<file path="src/rtl/cpu_boot_ctrl.sv">
// cpu_boot_ctrl: streams a program image into the CPU memories, releases the CPU
// from reset and supervises the run until halt or timeout.
module cpu_boot_ctrl #(
    parameter logic [31:0] MAX_CYCLES = 32'd1000000
) (
    input  logic        clk_i,
    input  logic        rst_n,
    input  logic        start,
    input  logic        abort,
    input  logic        s_valid,
    input  logic [15:0] s_data,
    output logic        s_ready,
    output logic        ex_iwe,
    output logic [15:0] ex_iaddr,
    output logic [15:0] ex_idata,
    output logic        ex_dwe,
    output logic [15:0] ex_daddr,
    output logic [15:0] ex_ddata,
    output logic        cpu_rst_n,
    input  logic        flag_done,
    input  logic [15:0] out_r,
    output logic        busy,
    output logic        done,
    output logic        timeout,
    output logic [31:0] cycles,
    output logic [15:0] result,
    output logic [7:0]  result_cnt
);
    typedef enum logic [3:0] {IDLE, I_HDR, I_LOAD, D_HDR, D_LOAD, RELEASE, RUN, DONE, TIMEOUT} state_t;
    state_t      state_q, state_d;
    logic [15:0] cnt_q, cnt_d, idx_q, idx_d, idx_nx;
    logic        iwe_q, iwe_d, dwe_q, dwe_d, cpu_rst_n_q, cpu_rst_n_d;
    logic [15:0] iaddr_q, iaddr_d, idata_q, idata_d, daddr_q, daddr_d, ddata_q, ddata_d;
    logic [31:0] cycles_q, cycles_d;
    logic [15:0] result_q, result_d;
    logic [7:0]  result_cnt_q, result_cnt_d;
    logic        accept, last;

    assign s_ready = state_q inside {I_HDR, I_LOAD, D_HDR, D_LOAD};
    assign accept  = s_valid & s_ready;
    assign idx_nx  = idx_q + 16'd1;
    assign last    = idx_nx == cnt_q;

    always_comb begin
        state_d      = state_q;
        cnt_d        = cnt_q;
        idx_d        = idx_q;
        iwe_d        = 1'b0;
        iaddr_d      = 16'd0;
        idata_d      = 16'd0;
        dwe_d        = 1'b0;
        daddr_d      = 16'd0;
        ddata_d      = 16'd0;
        cycles_d     = cycles_q;
        result_d     = result_q;
        result_cnt_d = result_cnt_q;
        case (state_q)
            IDLE: if (start) state_d = I_HDR;
            I_HDR: if (accept) begin
                cnt_d   = s_data;
                idx_d   = 16'd0;
                state_d = (s_data != 16'd0) ? I_LOAD : D_HDR;
            end
            I_LOAD: if (accept) begin
                iwe_d   = 1'b1;
                iaddr_d = idx_q;
                idata_d = s_data;
                idx_d   = idx_nx;
                if (last) state_d = D_HDR;
            end
            D_HDR: if (accept) begin
                cnt_d   = s_data;
                idx_d   = 16'd0;
                state_d = (s_data != 16'd0) ? D_LOAD : RELEASE;
            end
            D_LOAD: if (accept) begin
                dwe_d   = 1'b1;
                daddr_d = idx_q;
                ddata_d = s_data;
                idx_d   = idx_nx;
                if (last) state_d = RELEASE;
            end
            RELEASE: begin
                cycles_d     = 32'd0;
                result_d     = 16'd0;
                result_cnt_d = 8'd0;
                state_d      = RUN;
            end
            RUN: begin
                if (out_r != 16'd0) begin
                    result_d     = out_r;
                    result_cnt_d = result_cnt_q + {7'd0, result_cnt_q != 8'hFF};
                end
                // the cycle that leaves RUN is not counted, so cycles reports completed run cycles
                if (flag_done) state_d = DONE;
                else if (MAX_CYCLES != 32'd0 && cycles_q == MAX_CYCLES - 32'd1) state_d = TIMEOUT;
                else cycles_d = cycles_q + {31'd0, cycles_q != 32'hFFFF_FFFF};
            end
            DONE, TIMEOUT: if (start) state_d = I_HDR;
            default: state_d = IDLE;
        endcase
        if (abort) begin
            state_d = IDLE;
            iwe_d   = 1'b0;
            iaddr_d = 16'd0;
            idata_d = 16'd0;
            dwe_d   = 1'b0;
            daddr_d = 16'd0;
            ddata_d = 16'd0;
        end
        cpu_rst_n_d = state_d inside {RUN, DONE};
    end

    always_ff @(posedge clk_i or negedge rst_n) begin
        if (!rst_n) begin
            state_q      <= IDLE;
            cnt_q        <= 16'd0;
            idx_q        <= 16'd0;
            iwe_q        <= 1'b0;
            iaddr_q      <= 16'd0;
            idata_q      <= 16'd0;
            dwe_q        <= 1'b0;
            daddr_q      <= 16'd0;
            ddata_q      <= 16'd0;
            cpu_rst_n_q  <= 1'b0;
            cycles_q     <= 32'd0;
            result_q     <= 16'd0;
            result_cnt_q <= 8'd0;
        end else begin
            state_q      <= state_d;
            cnt_q        <= cnt_d;
            idx_q        <= idx_d;
            iwe_q        <= iwe_d;
            iaddr_q      <= iaddr_d;
            idata_q      <= idata_d;
            dwe_q        <= dwe_d;
            daddr_q      <= daddr_d;
            ddata_q      <= ddata_d;
            cpu_rst_n_q  <= cpu_rst_n_d;
            cycles_q     <= cycles_d;
            result_q     <= result_d;
            result_cnt_q <= result_cnt_d;
        end
    end

    assign ex_iwe     = iwe_q;
    assign ex_iaddr   = iaddr_q;
    assign ex_idata   = idata_q;
    assign ex_dwe     = dwe_q;
    assign ex_daddr   = daddr_q;
    assign ex_ddata   = ddata_q;
    assign cpu_rst_n  = cpu_rst_n_q;
    assign busy       = !(state_q inside {IDLE, DONE, TIMEOUT});
    assign done       = state_q == DONE;
    assign timeout    = state_q == TIMEOUT;
    assign cycles     = cycles_q;
    assign result     = result_q;
    assign result_cnt = result_cnt_q;
endmodule
</file>
<file path="config.mk">
export PLATFORM = sky130hd
export DESIGN_NAME = cpu_boot_ctrl
export DESIGN_NICKNAME = d
export VERILOG_FILES = /design/src/rtl/cpu_boot_ctrl.sv
export SDC_FILE = /design/constraint.sdc
export NUM_CORES = 1
export LEC_CHECK = 0
export ABC_AREA = 1
export CAP_MARGIN = 10
export CORE_ASPECT_RATIO = 1.4
export CORE_UTILIZATION = 25
export DETAILED_ROUTE_END_ITERATION = 7
export DONT_BUFFER_PORTS = 1
export GPL_ROUTABILITY_DRIVEN = 0
export PLACE_DENSITY = 0.37
export SLEW_MARGIN = 10
export SYNTH_ARGS = -nofsm -noshare
export SYNTH_HDL_FRONTEND = slang
export SYNTH_SLANG_ARGS = --single-unit
</file>
<file path="constraint.sdc">
create_clock -name clk_i -period 3 [get_ports clk_i]
set_clock_uncertainty 0.05 [all_clocks]
set_input_delay 0.45 -clock clk_i [delete_from_list [all_inputs] [get_ports clk_i]]
set_output_delay 0.45 -clock clk_i [all_outputs]
set_load 0.005 [all_outputs]
</file>
Yosys cells after proc, flatten, opt, wreduce, memory -nomap -nowiden
Cells that the tools add are included.
{"block": "word_totals", "regBits": 159, "inputBits": 38, "wordCells": 90}
{"block": "classes", "addsub": 3, "eq_ne": 19, "mux": 38, "n_bitwise": 1, "reduce_logical": 16}
{"op": "16-bit 2-to-1 mux", "n": 13}
{"op": "32-bit 2-to-1 mux", "n": 2}
{"op": "16-bit case mux with 2 select lines", "n": 2}
{"op": "32-bit case mux with 2 select lines", "n": 1}
{"op": "4-bit 2-to-1 mux", "n": 10}
{"op": "32-bit by 1-bit adder with 32-bit output", "n": 1}
{"op": "32-bit by 20-bit equality test with 1-bit output (second input constant)", "n": 1}
{"op": "32-bit != test (second input constant)", "n": 1}
{"op": "16-bit nonzero test", "n": 2}
{"op": "4-bit case mux with 7 select lines", "n": 1}
{"op": "4-bit by 3-bit equality test with 1-bit output (second input constant)", "n": 6}
{"op": "16-bit by 1-bit adder with 16-bit output (second input constant)", "n": 1}
{"op": "16-bit equality test", "n": 1}
{"op": "8-bit case mux with 2 select lines", "n": 1}
{"op": "8-bit by 1-bit adder with 8-bit output", "n": 1}
{"op": "4-bit by 2-bit equality test with 1-bit output (second input constant)", "n": 2}
{"op": "8-bit 2-to-1 mux", "n": 1}
{"op": "8-bit != test (second input constant)", "n": 1}
{"op": "1-bit 2-to-1 mux", "n": 7}
{"op": "2-bit != test (second input constant)", "n": 3}
{"op": "3-bit AND reduction", "n": 2}
{"op": "2-bit nonzero test", "n": 3}
{"op": "4-bit by 1-bit equality test with 1-bit output (second input constant)", "n": 1}
{"op": "4-bit equality test (second input constant)", "n": 1}
{"op": "9 further kinds", "n": 12}

Longest topological paths before layout
Gate-level depths: netlist (run 1).
{"block": "depth", "depth_word": 8, "mapped_depth": 18, "ltp_nobuf": 18}

Least setup slack after synthesis (run 1)
Ideal clock, no wire load.
{"block": "synth_path", "path_kind": "register -> register", "start": "register cycles_q[12] (netlist: cycles[12])", "end": "register cycles_q[30] (netlist: cycles[30])", "setup_time_ns": 0.117, "arrival_time_ns": 2.315, "required_ns": 2.833, "path_slack_ns": 0.518, "stages_incl_launch_ff": 19, "path_cell_list": "dfrtp_1 > inv_1 > nor3_1 > nand2_1 > nor4_1 > nand4_1 > ha_1 > ha_1 > inv_1 > nor2_2 > inv_2 > nor2_1 > inv_1 > nor2_2 > nand2_1 > xor2_1 > nor2_1 > nand2_1 > nand2_1"}
{"block": "synth_between", "elab_chain_len": 5, "word_cells_on_any_way": 8}
{"item": "from (decl)", "line": "34", "text": "logic [31:0] cycles_q, cycles_d;"}
{"item": "from (signal assigned)", "line": "140", "text": "cycles_q <= cycles_d;"}
{"item": "32-bit != test", "line": "97", "text": "else cycles_d = cycles_q + {31'd0, cycles_q != 32'hFFFF_FFFF};"}
{"item": "32-bit by 1-bit adder with 32-bit output", "line": "97"}
{"item": "32-bit 2-to-1 mux", "line": "96", "text": "else if (MAX_CYCLES != 32'd0 && cycles_q == MAX_CYCLES - 32'd1) state_d = TIMEOUT;"}
{"item": "32-bit 2-to-1 mux", "line": "95", "text": "if (flag_done) state_d = DONE;"}
{"item": "32-bit case mux with 2 select lines", "line": "57", "text": "case (state_q)"}
Several ways; a longest one is shown, not always the timed one. The select of a mux whose other input is x is not followed.
A chain may end at the register's enable or synchronous reset.

Worst setup path after layout (run 1)
{"block": "layout_path", "start": "register cycles_q[16] (netlist: cycles[16])", "end": "register cycles_q[30] (netlist: cycles[30])"}
The elaborated chain is that of the path after synthesis.

==> results.yml, run 1 <==
placed_design:
  dp_slack_ps: 183.6
  place_hpwl_um: 18700
  port_buffers: 0
  placed_cell_area_sq_um: 8268
yosys:
  synth_compound_gate_area_share_pct: 6.140
  synthMuxAreaShare_pct: 0
  yosys.area_share.simple_pct: 29.48
  yosysUniqueCellTypes: 36
  synth_area_sq_um: 7702
  syn_inst: 954
  yosysSeqAreaShare_pct: 51.66
  synth_seq_cells: 159
  yosys_warnings: 0
  synth_top_family_by_area: "simple AND/OR/NAND/NOR gates"
  synth.net_count: 997
  synth-xor-area-share_pct: 3.980
  synth_fa_ha_area_share_pct: 0.8122
  avgSynthCellArea_sq_um: 8.074
power:
  peakVddDrop_v: 0.0003868
  power_mw: 6.262
  powerDensity_nw_per_um2: 704.0
  leakagePower_nw: 4.053
global_route:
  antenna_found_initial: 0
  grt_pass1_wl_um: 39320
  grt_use_total_pct: 16.93
  grt_max_degree: 160
  grt_pass1_vias: 6533
  grt_remaining_overflow: 0
clocking:
  numClockSinks: 159
  cts.path.max_buffers: 2
  cts.clk_slew.worst_paths_ps: 70
  root_buffer: "clkbuf_16"
  ctsHtreeMaxLevel: 4
  cts_buffers: 17
  postCtsSetupBuffers: 0
  cts_tree: "yes"
  postCtsHoldBufs: 1
  clkLatencyLatePin_ps: 450
critical_path:
  crit_arrival_ps: 3010
  regToRegEndpoint: "cycles[30]$_DFFE_PN0P_"
  critPathRequiredTime_ps: 3290
  cp_max_fo: 4
  reg2reg_depth: 18
  start_kind: "flip-flop"
  crit_path_end_kind: "flip-flop"
  critPathKind: "flip-flop to flip-flop"
  r2r_slack_ps: 280
  timing.rr.start: "cycles[16]$_DFFE_PN0P_"
timing:
  rsz0062_at_grt: "false"
  slew_headroom_pct: 51.83
  hold_ws_ps: -352.6
  max_freq_mhz: 367.9
  slew_violations: 0
  setup_slack_ps: 281.8
  timing.final.crit_share_pct: 90.61
  finalHoldViolCount: 159
  tightest_slew_ps: 720.7
  finalSetupTns_ps: 0
  period_minus_slack_ps: 2718
  setup_viol: 0
floorplan:
  core_sq_um: 30120
  rows: 75
  start_util_pct: 25.57
  die_area_sq_um: 31530
  die_w_um: 150.3
  die_y_um: 209.7
  ioPinCount: 165
job:
  maxCapViolations: 0
detailed_routing:
  wl_met2_um: 13940
  drc: 0
  via_per_inst: 4.550
  drtAntennaViolNets: 0
  drt-pass1-iter-count: 4
  dr_wl_met3_um: 1337
  vias: 6242
  drt_iter0_drc: 180
  wl_um: 25440
  top_layer: "met4"
  wl_per_cell_um: 18.54
  wl_met1_um: 9459
finish:
  final_cell_mix: "261 x nand2_1, 158 x dfrtp_1, 145 x nor2_1"
  final_common_cell: "nand2_1"
  design_area_sq_um: 8895
  drive_gt1_share_pct: 10.64
  final_core_utilization_pct: 29.53
  antennaDiodeCount: 0
  synthToLayoutAreaGrowth_pct: 15.48
  fin_nets: 1018
  fillers: 3263
run_status:
  violations: "negative hold slack"
  status: "finished, violations left"
min_path:
  hp-class: "input pin to asynchronous set/reset pin"
## worst max-delay path by stage
stage,start,cells after the start,end,slack [ps]
2_1_floorplan,cycles[12]$_DFFE_PN0P_,18,cycles[30]$_DFFE_PN0P_,520
3_3_place_gp,cycles[16]$_DFFE_PN0P_,18,cycles[30]$_DFFE_PN0P_,190
3_5_place_dp,cycles[14]$_DFFE_PN0P_,18,cycles[30]$_DFFE_PN0P_,180
4_1_cts,cycles[14]$_DFFE_PN0P_,18,cycles[30]$_DFFE_PN0P_,160
5_1_grt,cycles[7]$_DFFE_PN0P_,18,cycles[30]$_DFFE_PN0P_,9
6_report,cycles[16]$_DFFE_PN0P_,18,cycles[30]$_DFFE_PN0P_,280
## per-layer routing
layer / vias up / track usage [%]
met5: - / 0
met2: 146 / 31.37
met1: 2987 / 17.76
met4: 0 / 7.036
li1: 3073 / -
met3: 36 / 4.326
## stage by stage
| stage | hold slack, ps | cells |
|---|---|---|
| floorplan | 104.4 | 954 |
| global placement | 108.8 | 1340 |
| detailed placement | 108.9 | 1340 |
| CTS | -383.3 | 1372 |
| global route | -377.9 | 1372 |
| finish | -352.6 | 1372 |
## cell type report
class	count	area (sq um)	area share (%)
Clock inverter	13	166.4	1.871
Sequential cell	159	3980	44.75
Inverter	116	437.9	4.923
Timing Repair Buffer	33	262.8	2.954
Clock buffer	18	439.2	4.937
Multi-Input combinational cell	648	3127	35.15
Tap cell	385	481.7	5.416
## synthesized netlist by cell type
cell / instances / area share (%)
nand2_1: 261 / 13
dfrtp_1: 159 / 52
nor2_1: 145 / 7.1
inv_1: 108 / 5.3
nand3_1: 43 / 2.8
o22ai_1: 27 / 2.2
xor2_1: 26 / 3.0
nand4_1: 24 / 1.9
nor3_1: 22 / 1.4
o21ai_0: 20 / 1.3
clkbuf_1: 15 / 0.73
nor4_1: 14 / 1.1
o21ai_2: 10 / 1.1
buf_2: 9 / 0.58
xnor2_1: 9 / 1.0
nor2_2: 8 / 0.65
a21oi_1: 7 / 0.45
inv_2: 7 / 0.34
nand3b_1: 6 / 0.58
buf_6: 5 / 0.73
ha_1: 5 / 0.81
o21ai_1: 5 / 0.32
nand2_2: 3 / 0.24
nor3_2: 3 / 0.39
buf_4: 2 / 0.19
a211oi_1: 1 / 0.098
a21oi_2: 1 / 0.11
a21oi_4: 1 / 0.21
a221oi_1: 1 / 0.11
inv_4: 1 / 0.081
nand3_2: 1 / 0.13
nor2_4: 1 / 0.15
nor4_2: 1 / 0.16
o211ai_1: 1 / 0.098
o21bai_1: 1 / 0.098
or2_2: 1 / 0.081
## power by group
part,switching (mW),total [mW],internal (mW)
logic,0.744,1.19,0.444
clock network,1.02,2.30,1.28
registers,0.308,2.77,2.47
total,2.07,6.26,4.19
## kinds of logic after synthesis
family          count (synthesis)
simple gates                  533
compound gates                 75
flops                         159
xor+xnor                       35
fa+ha+maj                       5
buf+inv                       147
## repair_timing
| action | in CTS | in global routing |
|---|---|---|
| hold endpoints to repair | 162 | 159 |
| endpoints found under the setup margin | 0 | 5 |
| gates resized for setup | 0 | 3 |
## critical path: stages (launching register included)
cell	delay [ps]
dfrtp_1	410
nand2_1	140
nor3_2	190
nand2_1	130
nor4_1	200
nand4_1	140
ha_1	250
ha_1	220
inv_1	110
nor2_2	70
inv_2	70
nor2_1	60
inv_1	100
nor2_2	50
nand2_1	70
xor2_1	140
nor2_1	50
nand2_1	80
nand2_1	50
## flip-flops by register name, summed over array words and instances, names as in the netlist, 8 cells and up
signal      cells
cnt_q          16
ex_daddr       16
cycles         32
ex_iaddr       16
idx_q          16
ex_idata       16
result         16
ex_ddata       16
result_cnt      8
Note: power is estimated with default switching activity, not from simulation.
==> inputs of run 2 (changes only) <==
--- a/config.mk
+++ b/config.mk
@@ -7,7 +7,7 @@
 export LEC_CHECK = 0
 export ABC_AREA = 1
 export CAP_MARGIN = 10
-export CORE_ASPECT_RATIO = 1.4
+export CORE_ASPECT_RATIO = 1.1
 export CORE_UTILIZATION = 25
 export DETAILED_ROUTE_END_ITERATION = 7
 export DONT_BUFFER_PORTS = 1
==> results.yml, run 2 (same netlist as run 1, synthesis figures left out) <==
run_status:
  status: "finished, violations left"
  violations: "negative hold slack"
global_route:
  grt_pass1_wl_um: 37940
  grt_pass1_vias: 6467
  grt_util_met2_pct: 29.23
  grt_use_total_pct: 16.06
  antenna_found_initial: 0
  grt.busiest_layer: "met2"
  grt_max_degree: 160
  met1_usage_pct: 18.73
  grt_remaining_overflow: 0
  met3_usage_pct: 3.870
finish:
  largest_reg_flops: 32
  final_cell_mix: "261 x nand2_1, 159 x dfrtp_1, 145 x nor2_1"
  antennaDiodeCount: 0
  fin_nets: 1018
  final_core_utilization_pct: 29.43
  synthToLayoutAreaGrowth_pct: 15.94
  drive_gt1_share_pct: 10.43
  final_common_cell: "nand2_1"
  fillers: 3350
placed_design:
  port_buffers: 0
  place_hpwl_um: 17880
  dp_slack_ps: 132.6
timing:
  slew_headroom_pct: 44.71
  max_freq_mhz: 358.4
  setup_slack_ps: 209.6
  finalHoldViolCount: 159
  finalSetupTns_ps: 0
  slew_violations: 0
  tightest_slew_ps: 827.5
  setup_viol: 0
  period_minus_slack_ps: 2790
  rsz0062_at_grt: "false"
  hold_ws_ps: -344.9
  timing.final.crit_share_pct: 93.01
critical_path:
  timing.rr.start: "cycles[18]$_DFFE_PN0P_"
  path_common_cell: "nand2_1"
  crit_start: "cycles[18]$_DFFE_PN0P_"
  regToRegEndpoint: "cycles[30]$_DFFE_PN0P_"
  critPathRequiredTime_ps: 3280
  cp_max_fo: 5
  path_cells: "inv_1, nor3_2, nand2_1, nor4_1, nand4_1, ha_1, ha_1, inv_1, nor2_2, inv_2, nor2_1, inv_1, nor2_2, nand2_1, xor2_1, nor2_1, nand2_1, nand2_1"
  r2r_slack_ps: 210
  crit_path_top_delay_cell: "dfrtp_1"
  start_kind: "flip-flop"
  reg2reg_depth: 18
  crit_arrival_ps: 3070
  cp-endpoint: "cycles[30]$_DFFE_PN0P_"
  critPathKind: "flip-flop to flip-flop"
  cpPeakStageDelay_ps: 420
  crit_path_end_kind: "flip-flop"
detailed_routing:
  via_per_inst: 4.420
  wl_per_cell_um: 17.47
  drt_iter0_drc: 322
  drtAntennaViolNets: 0
  drt-pass1-iter-count: 4
  vias: 6197
  drc: 0
  wl_um: 24500
clocking:
  cts_tree: "yes"
  cts.clk_slew.worst_paths_ps: 80
  clkLatencyLatePin_ps: 440
  root_buffer: "clkbuf_16"
  ctsHtreeMaxLevel: 4
  numClockSinks: 159
  cts_buffers: 17
  cts.path.max_buffers: 2
job:
  maxCapViolations: 0
floorplan:
  core_sq_um: 30350
  die_y_um: 186.1
  rows: 67
  die_w_um: 169.4
  die_area_sq_um: 31520
  start_util_pct: 25.38
  ioPinCount: 165
power:
  leakagePower_nw: 4.053
  powerDensity_nw_per_um2: 693.4
  peakVddDrop_v: 0.0003515
min_path:
  hp-class: "input pin to asynchronous set/reset pin"
run 2: cell types whose count changed in the layout (fill, tap and decap cells not counted), sizes merged:
cell	delta
buf	-1
bufinv	-2
clkbuf	-1
clkinv	+4
dlygate4sd3	+1
run 2: worst min-delay path by stage:
stage	slack, ps	startpoint	to	depth (start not counted)
2_1_floorplan	100	rst_n	cnt_q[0]$_DFFE_PN0P_	0
3_3_place_gp	110	rst_n	cycles[27]$_DFFE_PN0P_	0
3_5_place_dp	110	rst_n	cycles[27]$_DFFE_PN0P_	0
4_1_cts	-370	rst_n	cycles[21]$_DFFE_PN0P_	0
5_1_grt	-380	rst_n	cycles[30]$_DFFE_PN0P_	0
6_report	-340	rst_n	cycles[27]$_DFFE_PN0P_	0
run 2: layout make-up:
| class | count | area (sq um) | share of cell area, % |
|---|---|---|---|
| Multi-Input combinational cell | 648 | 3122 | 34.96 |
| Tap cell | 414 | 518.0 | 5.801 |
| Clock inverter | 15 | 182.7 | 2.046 |
| Timing Repair Buffer | 33 | 265.3 | 2.970 |
| Inverter | 116 | 437.9 | 4.904 |
| Sequential cell | 159 | 3979 | 44.56 |
| Clock buffer | 17 | 425.4 | 4.764 |
run 2: power by group:
part | total, mW | internal [mW] | switching (mW) | leakage (nW)
sequential | 2.76 | 2.46 | 0.301 | 2.15
combinational | 1.17 | 0.433 | 0.732 | 1.60
clock | 2.26 | 1.14 | 1.12 | 0.299
total | 6.19 | 4.04 | 2.15 | 4.05
run 2: routing by layer:
metal / vias to the layer above / routed length [um]
li1: 3081 / -
met1: 2968 / 10350
met2: 133 / 12750
met3: 15 / 1080
met4: 0 / 308
met5: - / 0
run 2: repair_timing:
| item | CTS | global route |
|---|---|---|
| hold endpoints to repair | 160 | 161 |
| hold buffers | 1 | 1 |
| buffers inserted | 0 | 0 |
| gates resized for setup | 0 | 1 |
| setup endpoints to repair | 0 | 3 |
run 2: through the flow:
stage,power (mW),cells,hold WS [ps],cell area [sq um]
after floorplan,3.559,954,104.4,7702
final,6.192,1402,-344.9,8930
after detailed placement,3.994,1368,110.3,8297
after global routing,6.593,1402,-377.1,8930
after global placement,3.993,1368,108.2,8297
after CTS,6.307,1401,-366.9,8915
run 2: worst max-delay path, delay by kind of cell (launching register included):
family,cells,cell delay [ps]
and+or+nand+nor,11,1180
adders and majority gates,2,470
buffers and inverters,4,420
DFF,1,420
xor gates and xnor gates,1,140
